$ cat src/rtl/mc_controller_pkg.sv
`default_nettype none
// ---------------------------------------------------------------------------
// mcp_pkg : shared encodings for the multicycle MIPS control unit
// Rev 1.0
// ---------------------------------------------------------------------------
package mcp_pkg;

  typedef enum logic [3:0] {
    ST_FETCH   = 4'd0,
    ST_DECODE  = 4'd1,
    ST_MEMADR  = 4'd2,
    ST_MEMRD   = 4'd3,
    ST_MEMWB   = 4'd4,
    ST_MEMWR   = 4'd5,
    ST_EXECUTE = 4'd6,
    ST_ALUWB   = 4'd7,
    ST_BRANCH  = 4'd8,
    ST_ADDIEX  = 4'd9,
    ST_ADDIWB  = 4'd10,
    ST_JUMP    = 4'd11
  } state_t;

  localparam logic [5:0] OP_RTYPE = 6'b000000;
  localparam logic [5:0] OP_LW    = 6'b100011;
  localparam logic [5:0] OP_SW    = 6'b101011;
  localparam logic [5:0] OP_BEQ   = 6'b000100;
  localparam logic [5:0] OP_ADDI  = 6'b001000;
  localparam logic [5:0] OP_J     = 6'b000010;

  localparam logic [5:0] FN_ADD = 6'b100000;
  localparam logic [5:0] FN_SUB = 6'b100010;
  localparam logic [5:0] FN_AND = 6'b100100;
  localparam logic [5:0] FN_OR  = 6'b100101;
  localparam logic [5:0] FN_SLT = 6'b101010;

  localparam logic [1:0] ALUOP_ADD   = 2'b00;
  localparam logic [1:0] ALUOP_SUB   = 2'b01;
  localparam logic [1:0] ALUOP_FUNCT = 2'b10;

  localparam logic [2:0] ALUC_AND = 3'b000;
  localparam logic [2:0] ALUC_OR  = 3'b001;
  localparam logic [2:0] ALUC_ADD = 3'b010;
  localparam logic [2:0] ALUC_SUB = 3'b110;
  localparam logic [2:0] ALUC_SLT = 3'b111;

  localparam logic [1:0] SRCB_B      = 2'b00;
  localparam logic [1:0] SRCB_FOUR   = 2'b01;
  localparam logic [1:0] SRCB_IMM    = 2'b10;
  localparam logic [1:0] SRCB_IMMSH2 = 2'b11;

  localparam logic [1:0] PCSRC_ALU    = 2'b00;
  localparam logic [1:0] PCSRC_ALUOUT = 2'b01;
  localparam logic [1:0] PCSRC_JUMP   = 2'b10;

endpackage
`default_nettype wire

$ cat src/rtl/mc_controller_if.sv
`default_nettype none
// ---------------------------------------------------------------------------
// mc_controller_if : IR fields / flags in, datapath control out
// Rev 1.0
// ---------------------------------------------------------------------------
interface mc_controller_if;
  logic [5:0] op;
  logic [5:0] funct;
  logic       zero;
  logic       mem_ready;
  logic       iord;
  logic       mem_write;
  logic       ir_write;
  logic       reg_dst;
  logic       mem_to_reg;
  logic       reg_write;
  logic       alu_src_a;
  logic [1:0] alu_src_b;
  logic [2:0] alu_control;
  logic [1:0] pc_src;
  logic       pc_en;
  logic       illegal_op;
  logic [3:0] state_o;

  modport master (
    input  op, funct, zero, mem_ready,
    output iord, mem_write, ir_write, reg_dst, mem_to_reg, reg_write,
           alu_src_a, alu_src_b, alu_control, pc_src, pc_en, illegal_op, state_o
  );

  modport slave (
    output op, funct, zero, mem_ready,
    input  iord, mem_write, ir_write, reg_dst, mem_to_reg, reg_write,
           alu_src_a, alu_src_b, alu_control, pc_src, pc_en, illegal_op, state_o
  );
endinterface
`default_nettype wire

$ cat src/rtl/mc_controller_alu_dec.sv
`default_nettype none
// ---------------------------------------------------------------------------
// alu_dec : alu_op / funct to ALU control, purely combinational
// Rev 1.0
// ---------------------------------------------------------------------------
module alu_dec
  import mcp_pkg::*;
(
  input  wire logic [5:0] i_funct,
  input  wire logic [1:0] i_alu_op,
  output logic      [2:0] o_alu_control
);

  always_comb begin
    o_alu_control = ALUC_ADD;
    case (i_alu_op)
      ALUOP_SUB: o_alu_control = ALUC_SUB;
      ALUOP_FUNCT: begin
        // Unknown funct quietly falls back to add
        case (i_funct)
          FN_SUB:  o_alu_control = ALUC_SUB;
          FN_AND:  o_alu_control = ALUC_AND;
          FN_OR:   o_alu_control = ALUC_OR;
          FN_SLT:  o_alu_control = ALUC_SLT;
          default: o_alu_control = ALUC_ADD;
        endcase
      end
      default: o_alu_control = ALUC_ADD;
    endcase
  end

endmodule
`default_nettype wire

$ cat src/rtl/mc_controller.sv
`default_nettype none
// ---------------------------------------------------------------------------
// mc_controller : multicycle MIPS control FSM with memory-ready handshake
// Rev 1.0
// ---------------------------------------------------------------------------
module mc_controller
  import mcp_pkg::*;
#(
  parameter bit MEM_WAIT_EN = 1'b1
) (
  input  wire logic        clk,
  input  wire logic        reset_n,
  mc_controller_if.master  bus
);

  localparam logic [3:0] S_FETCH   = ST_FETCH;
  localparam logic [3:0] S_DECODE  = ST_DECODE;
  localparam logic [3:0] S_MEMADR  = ST_MEMADR;
  localparam logic [3:0] S_MEMRD   = ST_MEMRD;
  localparam logic [3:0] S_MEMWB   = ST_MEMWB;
  localparam logic [3:0] S_MEMWR   = ST_MEMWR;
  localparam logic [3:0] S_EXECUTE = ST_EXECUTE;
  localparam logic [3:0] S_ALUWB   = ST_ALUWB;
  localparam logic [3:0] S_BRANCH  = ST_BRANCH;
  localparam logic [3:0] S_ADDIEX  = ST_ADDIEX;
  localparam logic [3:0] S_ADDIWB  = ST_ADDIWB;
  localparam logic [3:0] S_JUMP    = ST_JUMP;

  logic [3:0] r_state;
  logic [3:0] w_next;
  logic       w_mem_ready;
  logic       w_valid;
  logic       w_pc_write, w_branch;
  logic       w_iord, w_mem_write, w_ir_write, w_reg_dst, w_mem_to_reg, w_reg_write;
  logic       w_alu_src_a, w_illegal;
  logic [1:0] w_alu_src_b, w_pc_src, w_alu_op;
  logic [2:0] w_alu_control;

  assign w_mem_ready = MEM_WAIT_EN ? bus.mem_ready : 1'b1;

  always_ff @(posedge clk) begin
    if (!reset_n) r_state <= S_FETCH;
    else          r_state <= w_next;
  end

  always_comb begin
    w_next       = S_FETCH;
    w_pc_write   = 1'b0;
    w_branch     = 1'b0;
    w_iord       = 1'b0;
    w_mem_write  = 1'b0;
    w_ir_write   = 1'b0;
    w_reg_dst    = 1'b0;
    w_mem_to_reg = 1'b0;
    w_reg_write  = 1'b0;
    w_alu_src_a  = 1'b0;
    w_alu_src_b  = SRCB_B;
    w_alu_op     = ALUOP_ADD;
    w_pc_src     = PCSRC_ALU;
    w_illegal    = 1'b0;
    case (r_state)
      S_FETCH: begin
        w_alu_src_b = SRCB_FOUR;
        w_ir_write  = w_mem_ready;
        w_pc_write  = w_mem_ready;
        w_next      = w_mem_ready ? S_DECODE : S_FETCH;
      end
      S_DECODE: begin
        w_alu_src_b = SRCB_IMMSH2;
        case (bus.op)
          OP_LW, OP_SW: w_next = S_MEMADR;
          OP_RTYPE:     w_next = S_EXECUTE;
          OP_BEQ:       w_next = S_BRANCH;
          OP_ADDI:      w_next = S_ADDIEX;
          OP_J:         w_next = S_JUMP;
          default:      w_illegal = 1'b1;
        endcase
      end
      S_MEMADR: begin
        w_alu_src_a = 1'b1;
        w_alu_src_b = SRCB_IMM;
        w_next      = (bus.op == OP_SW) ? S_MEMWR : S_MEMRD;
      end
      S_MEMRD: begin
        w_iord = 1'b1;
        w_next = w_mem_ready ? S_MEMWB : S_MEMRD;
      end
      S_MEMWB: begin
        w_mem_to_reg = 1'b1;
        w_reg_write  = 1'b1;
      end
      S_MEMWR: begin
        // Strobe stays up across every wait cycle so the memory sees a steady request
        w_iord      = 1'b1;
        w_mem_write = 1'b1;
        w_next      = w_mem_ready ? S_FETCH : S_MEMWR;
      end
      S_EXECUTE: begin
        w_alu_src_a = 1'b1;
        w_alu_op    = ALUOP_FUNCT;
        w_next      = S_ALUWB;
      end
      S_ALUWB: begin
        w_reg_dst   = 1'b1;
        w_reg_write = 1'b1;
      end
      S_BRANCH: begin
        w_alu_src_a = 1'b1;
        w_alu_op    = ALUOP_SUB;
        w_pc_src    = PCSRC_ALUOUT;
        w_branch    = 1'b1;
      end
      S_ADDIEX: begin
        w_alu_src_a = 1'b1;
        w_alu_src_b = SRCB_IMM;
        w_next      = S_ADDIWB;
      end
      S_ADDIWB: w_reg_write = 1'b1;
      S_JUMP: begin
        w_pc_src   = PCSRC_JUMP;
        w_pc_write = 1'b1;
      end
      default: w_next = S_FETCH;
    endcase
  end

  alu_dec u_alu_dec (
    .i_funct       (bus.funct),
    .i_alu_op      (w_alu_op),
    .o_alu_control (w_alu_control)
  );

  // Reset and unreachable encodings both blank every control output
  assign w_valid = reset_n && (r_state <= S_JUMP);

  assign bus.iord        = w_valid & w_iord;
  assign bus.mem_write   = w_valid & w_mem_write;
  assign bus.ir_write    = w_valid & w_ir_write;
  assign bus.reg_dst     = w_valid & w_reg_dst;
  assign bus.mem_to_reg  = w_valid & w_mem_to_reg;
  assign bus.reg_write   = w_valid & w_reg_write;
  assign bus.alu_src_a   = w_valid & w_alu_src_a;
  assign bus.alu_src_b   = w_valid ? w_alu_src_b : 2'b00;
  assign bus.alu_control = w_valid ? w_alu_control : 3'b000;
  assign bus.pc_src      = w_valid ? w_pc_src : 2'b00;
  assign bus.pc_en       = w_valid & (w_pc_write | (w_branch & bus.zero));
  assign bus.illegal_op  = w_valid & w_illegal;
  assign bus.state_o     = reset_n ? r_state : 4'd0;

endmodule
`default_nettype wire
$ cat src/flat_wrapper.sv
// flat-port wrapper written by rule: the top's interface ports become plain ports
module mc_controller_flat import mcp_pkg::*;
#(
  parameter bit MEM_WAIT_EN = 1'b1
)
  (clk, reset_n, bus_op, bus_funct, bus_zero, bus_mem_ready, bus_iord, bus_mem_write, bus_ir_write, bus_reg_dst, bus_mem_to_reg, bus_reg_write, bus_alu_src_a, bus_alu_src_b, bus_alu_control, bus_pc_src, bus_pc_en, bus_illegal_op, bus_state_o);
  mc_controller_if bus_i ();
  input  wire logic clk;
  input  wire logic reset_n;
  input wire logic [$bits(bus_i.op)-1:0] bus_op;
  input wire logic [$bits(bus_i.funct)-1:0] bus_funct;
  input wire logic [$bits(bus_i.zero)-1:0] bus_zero;
  input wire logic [$bits(bus_i.mem_ready)-1:0] bus_mem_ready;
  output wire logic [$bits(bus_i.iord)-1:0] bus_iord;
  output wire logic [$bits(bus_i.mem_write)-1:0] bus_mem_write;
  output wire logic [$bits(bus_i.ir_write)-1:0] bus_ir_write;
  output wire logic [$bits(bus_i.reg_dst)-1:0] bus_reg_dst;
  output wire logic [$bits(bus_i.mem_to_reg)-1:0] bus_mem_to_reg;
  output wire logic [$bits(bus_i.reg_write)-1:0] bus_reg_write;
  output wire logic [$bits(bus_i.alu_src_a)-1:0] bus_alu_src_a;
  output wire logic [$bits(bus_i.alu_src_b)-1:0] bus_alu_src_b;
  output wire logic [$bits(bus_i.alu_control)-1:0] bus_alu_control;
  output wire logic [$bits(bus_i.pc_src)-1:0] bus_pc_src;
  output wire logic [$bits(bus_i.pc_en)-1:0] bus_pc_en;
  output wire logic [$bits(bus_i.illegal_op)-1:0] bus_illegal_op;
  output wire logic [$bits(bus_i.state_o)-1:0] bus_state_o;
  assign bus_i.op = bus_op;
  assign bus_i.funct = bus_funct;
  assign bus_i.zero = bus_zero;
  assign bus_i.mem_ready = bus_mem_ready;
  assign bus_iord = bus_i.iord;
  assign bus_mem_write = bus_i.mem_write;
  assign bus_ir_write = bus_i.ir_write;
  assign bus_reg_dst = bus_i.reg_dst;
  assign bus_mem_to_reg = bus_i.mem_to_reg;
  assign bus_reg_write = bus_i.reg_write;
  assign bus_alu_src_a = bus_i.alu_src_a;
  assign bus_alu_src_b = bus_i.alu_src_b;
  assign bus_alu_control = bus_i.alu_control;
  assign bus_pc_src = bus_i.pc_src;
  assign bus_pc_en = bus_i.pc_en;
  assign bus_illegal_op = bus_i.illegal_op;
  assign bus_state_o = bus_i.state_o;
  mc_controller #(.MEM_WAIT_EN(MEM_WAIT_EN)) u_core (.clk(clk), .reset_n(reset_n), .bus(bus_i));
endmodule
$ cat config.mk
export PLATFORM = sky130hd
export DESIGN_NAME = mc_controller_flat
export DESIGN_NICKNAME = d
export VERILOG_FILES = /design/src/rtl/mc_controller_pkg.sv /design/src/rtl/mc_controller_if.sv /design/src/rtl/mc_controller_alu_dec.sv /design/src/rtl/mc_controller.sv /design/src/flat_wrapper.sv
export SDC_FILE = /design/constraint.sdc
export NUM_CORES = 1
export LEC_CHECK = 0
export ABC_CLOCK_PERIOD_IN_PS = 2200
export CAP_MARGIN = 40
export CELL_PAD_IN_SITES_DETAIL_PLACEMENT = 1
export CELL_PAD_IN_SITES_GLOBAL_PLACEMENT = 2
export CORE_MARGIN = 2
export CORE_UTILIZATION = 20
export DETAILED_ROUTE_END_ITERATION = 6
export PLACE_DENSITY_LB_ADDON = 0.1
export SYNTH_ARGS = -nofsm -noshare
export SYNTH_HDL_FRONTEND = slang
export SYNTH_SLANG_ARGS = --single-unit
export TNS_END_PERCENT = 100
$ cat constraint.sdc
create_clock -name clk -period 2.2 [get_ports clk]
set_input_delay 0.44 -clock clk [delete_from_list [all_inputs] [get_ports clk]]
set_output_delay 0.44 -clock clk [all_outputs]
set_load 0.05 [all_outputs]
==> summary.md <==
| Metric | Value |
|---|---|
| Outcome | finished clean |
| CP top delay family | buffers and inverters |
| R2r setup slk | 0.89 ns |
| Detail Placement HPWL | 2314 um |
| Total CTS buffers | 3 |
| Mapped Cells | approximately 110 |
| Initial antenna violation count | 0 |
| Slew headroom | 80.09% |
| Starting density of the core | 20.37% |
| DRT iter0 DRCs | 6 |
| Max incr delay on CP | 0.52 ns |
| Layout cells sized above 1 | a little under half |
| IO Count | 36 |
| PwrDens | 242.9 nW/um2 |
| VDD IR max | between 0.1 and 0.15 mV |
| Wirelength per Cell | 13.50 um |
| Avg Synthesized Cell Area | 6.800 um2 |
| DRC viols | 0 |
| Clock transition at path regs | 0.03 ns |
| Kind of critical path | primary input to output port |
| H-tree depth | 1 |
| Clock skew | 0.002570 ns |
| CTS max path bufs | 2 |
| WL final | 2834 um |
| Lkg Pwr | 0.0006552 uW |
| Core area | 3606 um2 |
| Port Buf Inserts | 35 |
| Pre-CTS setup slack | -0.1210 ns |
| Fin. Hold Viols | 0 |
| Worst min path class | flop to flop |
| TritonCTS Sinks | 4 |
| Sequential cell area | about 85 um2 |
| Worst-Margin Slew | around 0.30 ns |
| Drt first pass iters | 4 |
| Critical Path Sink Type | output port |
| Worst Setup SP | bus_op[1] |
| Synth cell types | 40 |
| CP Cell Sequence | clkdlybuf4s50_1 > buf_4 > nand3_1 > nor3_2 > nor4_4 > buf_12 |
| Unrepaired setup endpoints after global routing | true |
| Hold path depth | 3 |
| Fill count | 435 |
| Gr usage total | 13.81% |
| Final min period | 2.161 ns |
| Synthesized area | ~730 um2 |
| Post-DRT Antenna Nets | 0 |
| Vias in the first global route | slightly above 1000 |
| Post-CTS Hold Fix Bufs | 0 |
| Post-synthesis sequential area ratio | 10.90% |
| Clock latency on the worst-skew pair | roughly 0.21 ns |
| Placer Congestion | about 0.76 |
| Max FFs per register | 4 |
| Multi-input gate area in the final layout | 738.2 um2 |
| Largest regs | u_core.r_state (4) |
| Crit path required time | ~1.8 ns |
| Height of the die | 64.60 um |
| Row cnt | 22 |
| Startpoint type of the worst setup path | primary input |
| Synth Warn # | 0 |
| Synthesized flop and latch total | 4 |
| Final net count | 183 |
| Setup violators final | 0 |
| Area grow syn2layout | 126.1% |
| Design Power | 403.2 uW |
| Tcrit/Tclk final | between 90% and 100% |
| Syn Nets | 127 |
| Die width | 64.60 um |
| Worst setup margin | 0.03856 ns |
| Post-DR vias/cell | 4.714 |
| GR Overflow Total | 0 |
| Via count | 990 |
| Crit-path max FO | 2 |
| Critical path's slowest cell | clkdlybuf4s50_1 |
| Max_cap viols | 0 |
| Worst path bufs/invs | 3 |
| Fmax | 462.7 MHz |
| Antenna Cells | 0 |
| Worst reg2reg startpoint | u_core.r_state[1]$_SDFF_PN0_ |
| Crit path DAT | 1.72 ns |
| TritonCTS clock tree | done |
| Slew Viols, Final | 0 |
| Global-route wire length before repair | 4712 um |
| Final non-filler cell total | 210 |
| Register name with the most flops | u_core.r_state |
| Worst path depth | 6 |
| Worst reg2reg path depth | 5 |
| Overall die area | 4173 um2 |
| Reg2reg end | u_core.r_state[2]$_SDFF_PN0_ |
| Largest net degree at the start of global routing | 14 |
| Worst Setup EP | bus_illegal_op |
| CTS Root Buffer Type | clkbuf_8 |
| Placed Instances | 205 |
==> routing by layer <==
layer  track usage [%]  share of wire, %  vias up
li1                  -                 -      497
met1             16.37                41      467
met2             27.34                54       26
met3             1.215               4.9        0
met4             1.596                 0        0
met5                 0                 0        -
==> synthesized netlist by cell type <==
cell type / count / area share, %
xnor2_1: 2 / 2.4
nand2b_1: 4 / 3.4
nor4_1: 1 / 0.85
o21ai_0: 1 / 0.68
clkbuf_1: 2 / 1.0
nand2_1: 11 / 5.6
nor3_2: 2 / 2.7
dfxtp_1: 4 / 11
nor2b_1: 4 / 3.4
nand3_1: 6 / 4.1
mux2_2: 1 / 1.5
a31oi_1: 3 / 2.6
buf_6: 2 / 3.1
nor4b_2: 1 / 2.0
nor3b_1: 3 / 3.1
a22oi_1: 1 / 1.0
o21a_1: 2 / 2.0
nor2_1: 9 / 4.6
nand3b_1: 2 / 2.0
a21o_1: 1 / 1.0
and3_1: 1 / 0.85
a211oi_1: 2 / 2.0
o22ai_1: 1 / 0.85
or3_1: 1 / 0.85
nand4_1: 1 / 0.85
mux2i_1: 2 / 2.7
a21boi_0: 1 / 1.0
o32ai_1: 1 / 1.2
ha_1: 3 / 5.1
or2_0: 1 / 0.85
buf_2: 4 / 2.7
and2_1: 5 / 4.3
nand2b_4: 1 / 1.9
a21oi_1: 6 / 4.1
and4_1: 2 / 2.4
o21bai_1: 1 / 1.0
inv_1: 4 / 2.0
nor3_1: 7 / 4.8
a41oi_1: 1 / 1.2
a31o_1: 1 / 1.2
==> worst min-delay path by stage <==
stage | startpoint | end | slack (ns)
floorplan | bus_op[3] | u_core.r_state[2]$_SDFF_PN0_ | 0.61
global placement | u_core.r_state[0]$_SDFF_PN0_ | u_core.r_state[1]$_SDFF_PN0_ | 0.73
detailed placement | u_core.r_state[0]$_SDFF_PN0_ | u_core.r_state[1]$_SDFF_PN0_ | 0.74
CTS | u_core.r_state[0]$_SDFF_PN0_ | u_core.r_state[1]$_SDFF_PN0_ | 0.73
global route | u_core.r_state[0]$_SDFF_PN0_ | u_core.r_state[1]$_SDFF_PN0_ | 0.77
finish | u_core.r_state[0]$_SDFF_PN0_ | u_core.r_state[1]$_SDFF_PN0_ | 0.73
==> cell type report <==
type	instances	area share [%]
well taps	48	3.617
inverters	4	0.9043
multi-input cells	92	44.46
clock buffers	3	2.487
repair buffers	59	43.41
flip-flops and latches	4	5.124
==> report_power, final <==
| group | switching [uW] | leakage [uW] | internal, uW |
|---|---|---|---|
| Sequential | 1.67 | 0.0000343 | 75.0 |
| Clock | 35.9 | 0.0000216 | 117 |
| Combinational | 87.1 | 0.000599 | 87.0 |
==> cells by family after synthesis <==
logic type / after synthesis / share of synthesized area (%)
AND/OR/NAND/NOR: 62 / 48.55
AO/OA/AOI/OAI: 22 / 19.93
buffers and inverters: 12 / 8.858
flip-flops: 4 / 10.90
multiplexers: 3 / 4.259
adder cells (fa/ha/maj): 3 / 5.111
XOR/XNOR: 2 / 2.385
==> worst reg2reg max path, stage by stage, from the launching register on <==
cell,delay (ns)
dfxtp_2,0.33
buf_4,0.18
nand2b_4,0.19
or2_0,0.24
a31o_1,0.18
a31oi_1,0.11
==> stage by stage <==
step	area [um2]	utilization [%]	hold WS, ns	setup TNS [ns]
floorplan	775.7	-	0.6091	0
global placement	1489	41.29	0.7291	-0.03216
detailed placement	1489	41.29	0.7353	-0.1597
CTS	1593	44.17	0.7320	-0.01550
global route	1660	46.04	0.7734	-0.04881
finish	1660	46.04	0.7325	0
==> layout by cell type, fill, tap and decap left out, types with 4 or more instances in the layout <==
| cell type | netlist | layout |
|---|---|---|
| nor3_4 | 0 | 4 |
| dfxtp_2 | 0 | 4 |
| nor2_1 | 9 | 8 |
| a21oi_1 | 6 | 6 |
| buf_12 | 0 | 19 |
| clkdlybuf4s50_1 | 0 | 11 |
| nand3_1 | 6 | 5 |
| and2_1 | 5 | 5 |
| nand2_1 | 11 | 11 |
| buf_4 | 0 | 24 |
==> what timing repair did <==
item,4_1_cts,5_1_grt
buffers inserted,1,1
pin swaps,3,4
cloned,0,0
gates resized for setup,16,14
endpoints found under the setup margin,4,4
Note: power is estimated with default switching activity, not from simulation.
